===== config.mk =====
export PLATFORM = sky130hd
export DESIGN_NAME = pipelined_adder
export DESIGN_NICKNAME = d
export VERILOG_FILES = /design/src/rtl/pipelined_adder.sv
export SDC_FILE = /design/constraint.sdc
export NUM_CORES = 1
export LEC_CHECK = 0
export BUFFER_PORTS_ARGS = -buffer_cell sky130_fd_sc_hd__buf_2
export CORE_ASPECT_RATIO = 1.2
export CORE_MARGIN = 5
export CORE_UTILIZATION = 50
export DETAILED_ROUTE_END_ITERATION = 8
export PLACE_DENSITY = 0.73
export REMOVE_ABC_BUFFERS = 1
export SYNTH_ARGS = -nofsm -noshare
export SYNTH_HDL_FRONTEND = slang
export SYNTH_SLANG_ARGS = --single-unit

===== constraint.sdc =====
create_clock -name clk -period 2.2 [get_ports clk]
set_input_delay 0.22 -clock clk [delete_from_list [all_inputs] [get_ports clk]]
set_output_delay 0.22 -clock clk [all_outputs]
set_load 0.03 [all_outputs]

===== src/rtl/pipelined_adder.sv =====
// Pipelined WIDTH-bit adder: STAGES chunks with a registered carry between them and valid/ready flow control.
// Optional subtract mode (port i_sub) is enabled by defining PIPELINED_ADDER_SUB_EN.
module pipelined_adder #(
   parameter int WIDTH  = 32,
   parameter int STAGES = 4
) (
   input  logic             clk,
   input  logic             rst_n,
   input  logic             i_valid,
   output logic             i_ready,
   input  logic [WIDTH-1:0] i_a,
   input  logic [WIDTH-1:0] i_b,
   input  logic             i_cin,
`ifdef PIPELINED_ADDER_SUB_EN
   input  logic             i_sub,
`endif
   output logic             o_valid,
   input  logic             o_ready,
   output logic [WIDTH-1:0] o_sum,
   output logic             o_cout
);

   localparam int CHUNK = WIDTH / STAGES;

   // Bits above chunk k; operand bits at or below it are already consumed.
   function automatic logic [WIDTH-1:0] upper_mask(input int k);
      logic [WIDTH-1:0] m;
      for (int i = 0; i < WIDTH; i++) begin
         m[i] = (i >= (k + 1) * CHUNK);
      end
      return m;
   endfunction

   logic             sub0;
   logic             advance;

   logic [WIDTH-1:0] a_q   [STAGES];
   logic [WIDTH-1:0] b_q   [STAGES];
   logic [WIDTH-1:0] s_q   [STAGES];
   logic             c_q   [STAGES];
   logic             v_q   [STAGES];
   logic             sub_q [STAGES];

   logic [WIDTH-1:0] a_in   [STAGES];
   logic [WIDTH-1:0] b_in   [STAGES];
   logic [WIDTH-1:0] s_in   [STAGES];
   logic             c_in   [STAGES];
   logic             v_in   [STAGES];
   logic             sub_in [STAGES];

   logic [CHUNK:0]   part [STAGES];
   logic [WIDTH-1:0] a_d  [STAGES];
   logic [WIDTH-1:0] b_d  [STAGES];
   logic [WIDTH-1:0] s_d  [STAGES];

`ifdef PIPELINED_ADDER_SUB_EN
   assign sub0 = i_sub;
`else
   assign sub0 = 1'b0;
`endif

   // The whole pipe moves together or not at all, so bubbles are never squeezed out.
   assign advance = !o_valid || o_ready;
   assign i_ready = advance;

   always_comb begin
      a_in[0]   = i_a;
      b_in[0]   = i_b;
      s_in[0]   = '0;
      c_in[0]   = sub0 | i_cin;
      v_in[0]   = i_valid;
      sub_in[0] = sub0;
      for (int k = 1; k < STAGES; k++) begin
         a_in[k]   = a_q[k-1];
         b_in[k]   = b_q[k-1];
         s_in[k]   = s_q[k-1];
         c_in[k]   = c_q[k-1];
         v_in[k]   = v_q[k-1];
         sub_in[k] = sub_q[k-1];
      end
   end

   // Stage k adds its own chunk, keeps finished lower sum chunks and forwards the still-unused operand chunks.
   always_comb begin
      for (int k = 0; k < STAGES; k++) begin
         part[k] = {1'b0, a_in[k][k*CHUNK +: CHUNK]}
                 + {1'b0, b_in[k][k*CHUNK +: CHUNK] ^ {CHUNK{sub_in[k]}}}
                 + {{CHUNK{1'b0}}, c_in[k]};
         s_d[k] = s_in[k];
         s_d[k][k*CHUNK +: CHUNK] = part[k][CHUNK-1:0];
         a_d[k] = a_in[k] & upper_mask(k);
         b_d[k] = b_in[k] & upper_mask(k);
      end
   end

   always_ff @(posedge clk or negedge rst_n) begin
      if (!rst_n) begin
         for (int k = 0; k < STAGES; k++) begin
            a_q[k]   <= '0;
            b_q[k]   <= '0;
            s_q[k]   <= '0;
            c_q[k]   <= 1'b0;
            v_q[k]   <= 1'b0;
            sub_q[k] <= 1'b0;
         end
      end else if (advance) begin
         for (int k = 0; k < STAGES; k++) begin
            a_q[k]   <= a_d[k];
            b_q[k]   <= b_d[k];
            s_q[k]   <= s_d[k];
            c_q[k]   <= part[k][CHUNK];
            v_q[k]   <= v_in[k];
            sub_q[k] <= sub_in[k];
         end
      end
   end

   assign o_valid = v_q[STAGES-1];
   assign o_sum   = s_q[STAGES-1];
   assign o_cout  = c_q[STAGES-1];

endmodule


==> impl_metrics.yaml <==
timing:
  rsz0062_at_grt: "yes"
  hold_viol: 0
  min_period_ns: 2.18
  maxSlewViolCount: 0
  fin_crit_sh: 0.992
  tightest_slew_ns: 0.463
  fmax_ghz: 0.458
  fin_skew_ns: 0.00788
  max_slew_margin: 0.691
  finalSetupViolCount: 0
worst_setup_path:
  startpoint_type: "flip-flop"
  r2r-start: "a_in[48]"
  worstPathMaxFanout: 2
  crit_end: "c_in[0]"
  r2r_slack_ns: 0.02
  reg2reg_depth: 6
  reg2reg_to: "c_in[0]"
  crit_path_end_kind: "flip-flop"
  arrival_ns: 2.49
  cp-startpoint: "a_in[48]"
  critPathKind: "reg2reg"
  critPathRequiredTime_ns: 2.50
floorplanning:
  fp.dieH_um: 151
  row_count: 51
  io_pins: 104
  start_util: 0.510
  dieArea_um2: 19300
  die_w_um: 128
  core_um2: 16300
min_path:
  min_path_type: "in2reg"
logic_synthesis:
  synth_top_cell_area_share: 0.555
  synth-seq-area-share: 0.555
  ys_types: 35
  yosys_warnings: 0
  synth.avg_cell_area_um2: 9.13
  syn_inst: 909
  ys_ff_latch: 184
  synth_ff_type: "dfrtp_1"
  synth_edf_count: 0
  synth_top_area_cell: "dfrtp_1"
  async_flop_share: 1.00
  syn_area_um2: 8300
  ys_top_cells_by_area: "dfrtp_1 55%, nand2_1 22%, ha_1 4.2%"
global_routing:
  overflow: 0
  grt_pass1_vias: 6234
  grt_pass1_wl_um: 28500
  grt_max_degree: 107
  grt_usage: 0.181
  grt_antenna_before_repair: 0
finish:
  area_growth_pct: 22.2
  layoutNonFillerInstCount: 1278
  final_nets: 1158
  diodes: 0
  fillers: 1453
  drive_above_1_share: 0.160
  utilization: 0.623
  multi_input_area_um2: 3460
  regArea_um2: 4600
route:
  viasPerCell: 4.95
  postRouteAntennaNets: 0
  drtPass1Iterations: 4
  wl_per_cell_um: 12.9
  drt-total-wl_um: 16500
  remaining_drc_errors: 0
  vias: 6326
  drt_iter0_drc: 551
power_and_ir_drop:
  leakagePower_nw: 5.28
  p_per_area_nw_per_um2: 1440
  max-vdd-ir-drop_mv: 0.670
place:
  numPortBuffers: 103
  dpl.cell_count: 1204
  dp_hpwl_um: 10700
  gp_congestion: 0.807
clock_tree:
  cts_max_path_buffers: 2
  htreeDepth: 4
  cts-root-buf: "clkbuf_16"
  cts.sinks: 184
  clk_pin_slew_ns: 0.06
  cts_tree: "yes"
  cts-buffers-inserted: 17
  worst_skew_pair.late_latency_ns: 0.42
job:
  max-cap-violations: 0
run_status:
  status: "complete, no violations"
==> through the flow <==
stage	area, um2	TNS (ns)	setup WS (ns)	hold slack (ns)	total power [mW]
final	10100	0	0.0183	0.0113	14.6
after detailed placement	9100	-0.410	-0.134	0.217	11.5
after global routing	10100	-0.205	-0.0716	0.0152	15.8
after CTS	10100	-0.0171	-0.0171	0.00283	14.8
after global placement	9100	-0.246	-0.0921	0.214	11.3
after floorplan	8060	-538.01	-3.61	-0.0756	9.80
==> critical path: stages (launching register included) <==
cell and delay (ns):
dfrtp_1 0.40, fa_2 0.43, fa_2 0.37, a211oi_2 0.22, nor2_1 0.10, o31a_1 0.27, o31a_1 0.27
==> cells in the mapped netlist, types with 6 or more instances <==
| cell | number |
|---|---|
| fa_1 | 8 |
| clkbuf_1 | 10 |
| nor3_1 | 11 |
| mux2i_1 | 6 |
| buf_2 | 18 |
| nor2_1 | 6 |
| dfrtp_1 | 184 |
| a211oi_1 | 17 |
| nand2_1 | 487 |
| buf_4 | 8 |
| ha_1 | 28 |
| nand2b_1 | 9 |
| o21ai_0 | 24 |
| o21bai_1 | 6 |
| a221oi_1 | 7 |
| o31a_1 | 8 |
| a21o_1 | 7 |
| nor3b_1 | 12 |
| o31ai_1 | 8 |
==> cells by family (layout without fill, tap and decap cells) <==
logic type / count (synthesis) / in the layout / synth area share
xor+xnor: 4 / 4 / 0.00422
mux: 6 / 6 / 0.00724
fa+ha+maj: 36 / 36 / 0.0615
simple gates: 539 / 539 / 0.260
compound gates: 92 / 92 / 0.0817
buf+inv: 48 / 205 / 0.0308
flops: 184 / 184 / 0.555
==> cell usage in the layout (no fill, tap or decap), types with 7 or more instances in the layout <==
cell type,Yosys,routed
a221oi_1,7,7
a211oi_1,17,17
nand2_1,487,487
ha_1,28,28
o31a_1,8,8
nand2b_1,9,9
dlygate4sd3_1,0,40
buf_4,8,19
o31ai_1,8,7
dfrtp_1,184,184
clkbuf_16,0,17
nor3b_1,12,12
buf_2,18,102
nor3_1,11,11
o21ai_0,24,24
a21o_1,7,7
==> timing repair <==
action	CTS	global route
resized for setup	6	2
hold buffers	40	0
setup endpoints to repair	6	7
endpoints found under the hold margin	89	0
pin swaps	0	2
buffers inserted	0	2
==> registers in the layout, summed over array words and instances, names as in the netlist <==
name     count
s_d         48
o_sum       32
a_d         24
a_in        24
b_d         24
b_in        24
c_in         3
v_in         3
o_cout       1
o_valid      1
==> area by class of cell <==
| class | instances | share of cell area |
|---|---|---|
| clock inverter | 11 | 0.0146 |
| sequential | 184 | 0.454 |
| timing repair buffer | 168 | 0.117 |
| inverter | 5 | 0.00235 |
| clock buffer | 21 | 0.0444 |
| tap | 212 | 0.0262 |
| multi-input combinational | 677 | 0.341 |
==> power breakdown <==
group          switching (mW)  leakage (nW)  internal [mW]
clock network            1.26         0.280           1.82
registers               0.801          2.22           4.85
logic                    3.52          2.78           2.40
==> layer usage <==
layer,track usage,vias up,part of all wire
li1,-,3237,-
met1,0.234,2975,0.45
met2,0.307,97,0.51
met3,0.0310,17,0.031
met4,0.0669,0,0.014
met5,0,-,0
==> how the worst min path moves through the flow <==
| stage | startpoint | endpoint | slack (ns) | cells past startpoint |
|---|---|---|---|---|
| 4_1_cts | i_a[14] | a_in[78] | 0.003 | 3 |
| 6_report | i_b[12] | b_in[76] | 0.01 | 3 |
| 3_3_place_gp | rst_n | s_d[32] | 0.21 | 1 |
| 5_1_grt | i_b[27] | b_d[91] | 0.02 | 3 |
| 3_5_place_dp | rst_n | s_d[64] | 0.22 | 1 |
| 2_1_floorplan | rst_n | a_d[56] | -0.08 | 0 |
Note: power is estimated with default switching activity, not from simulation.
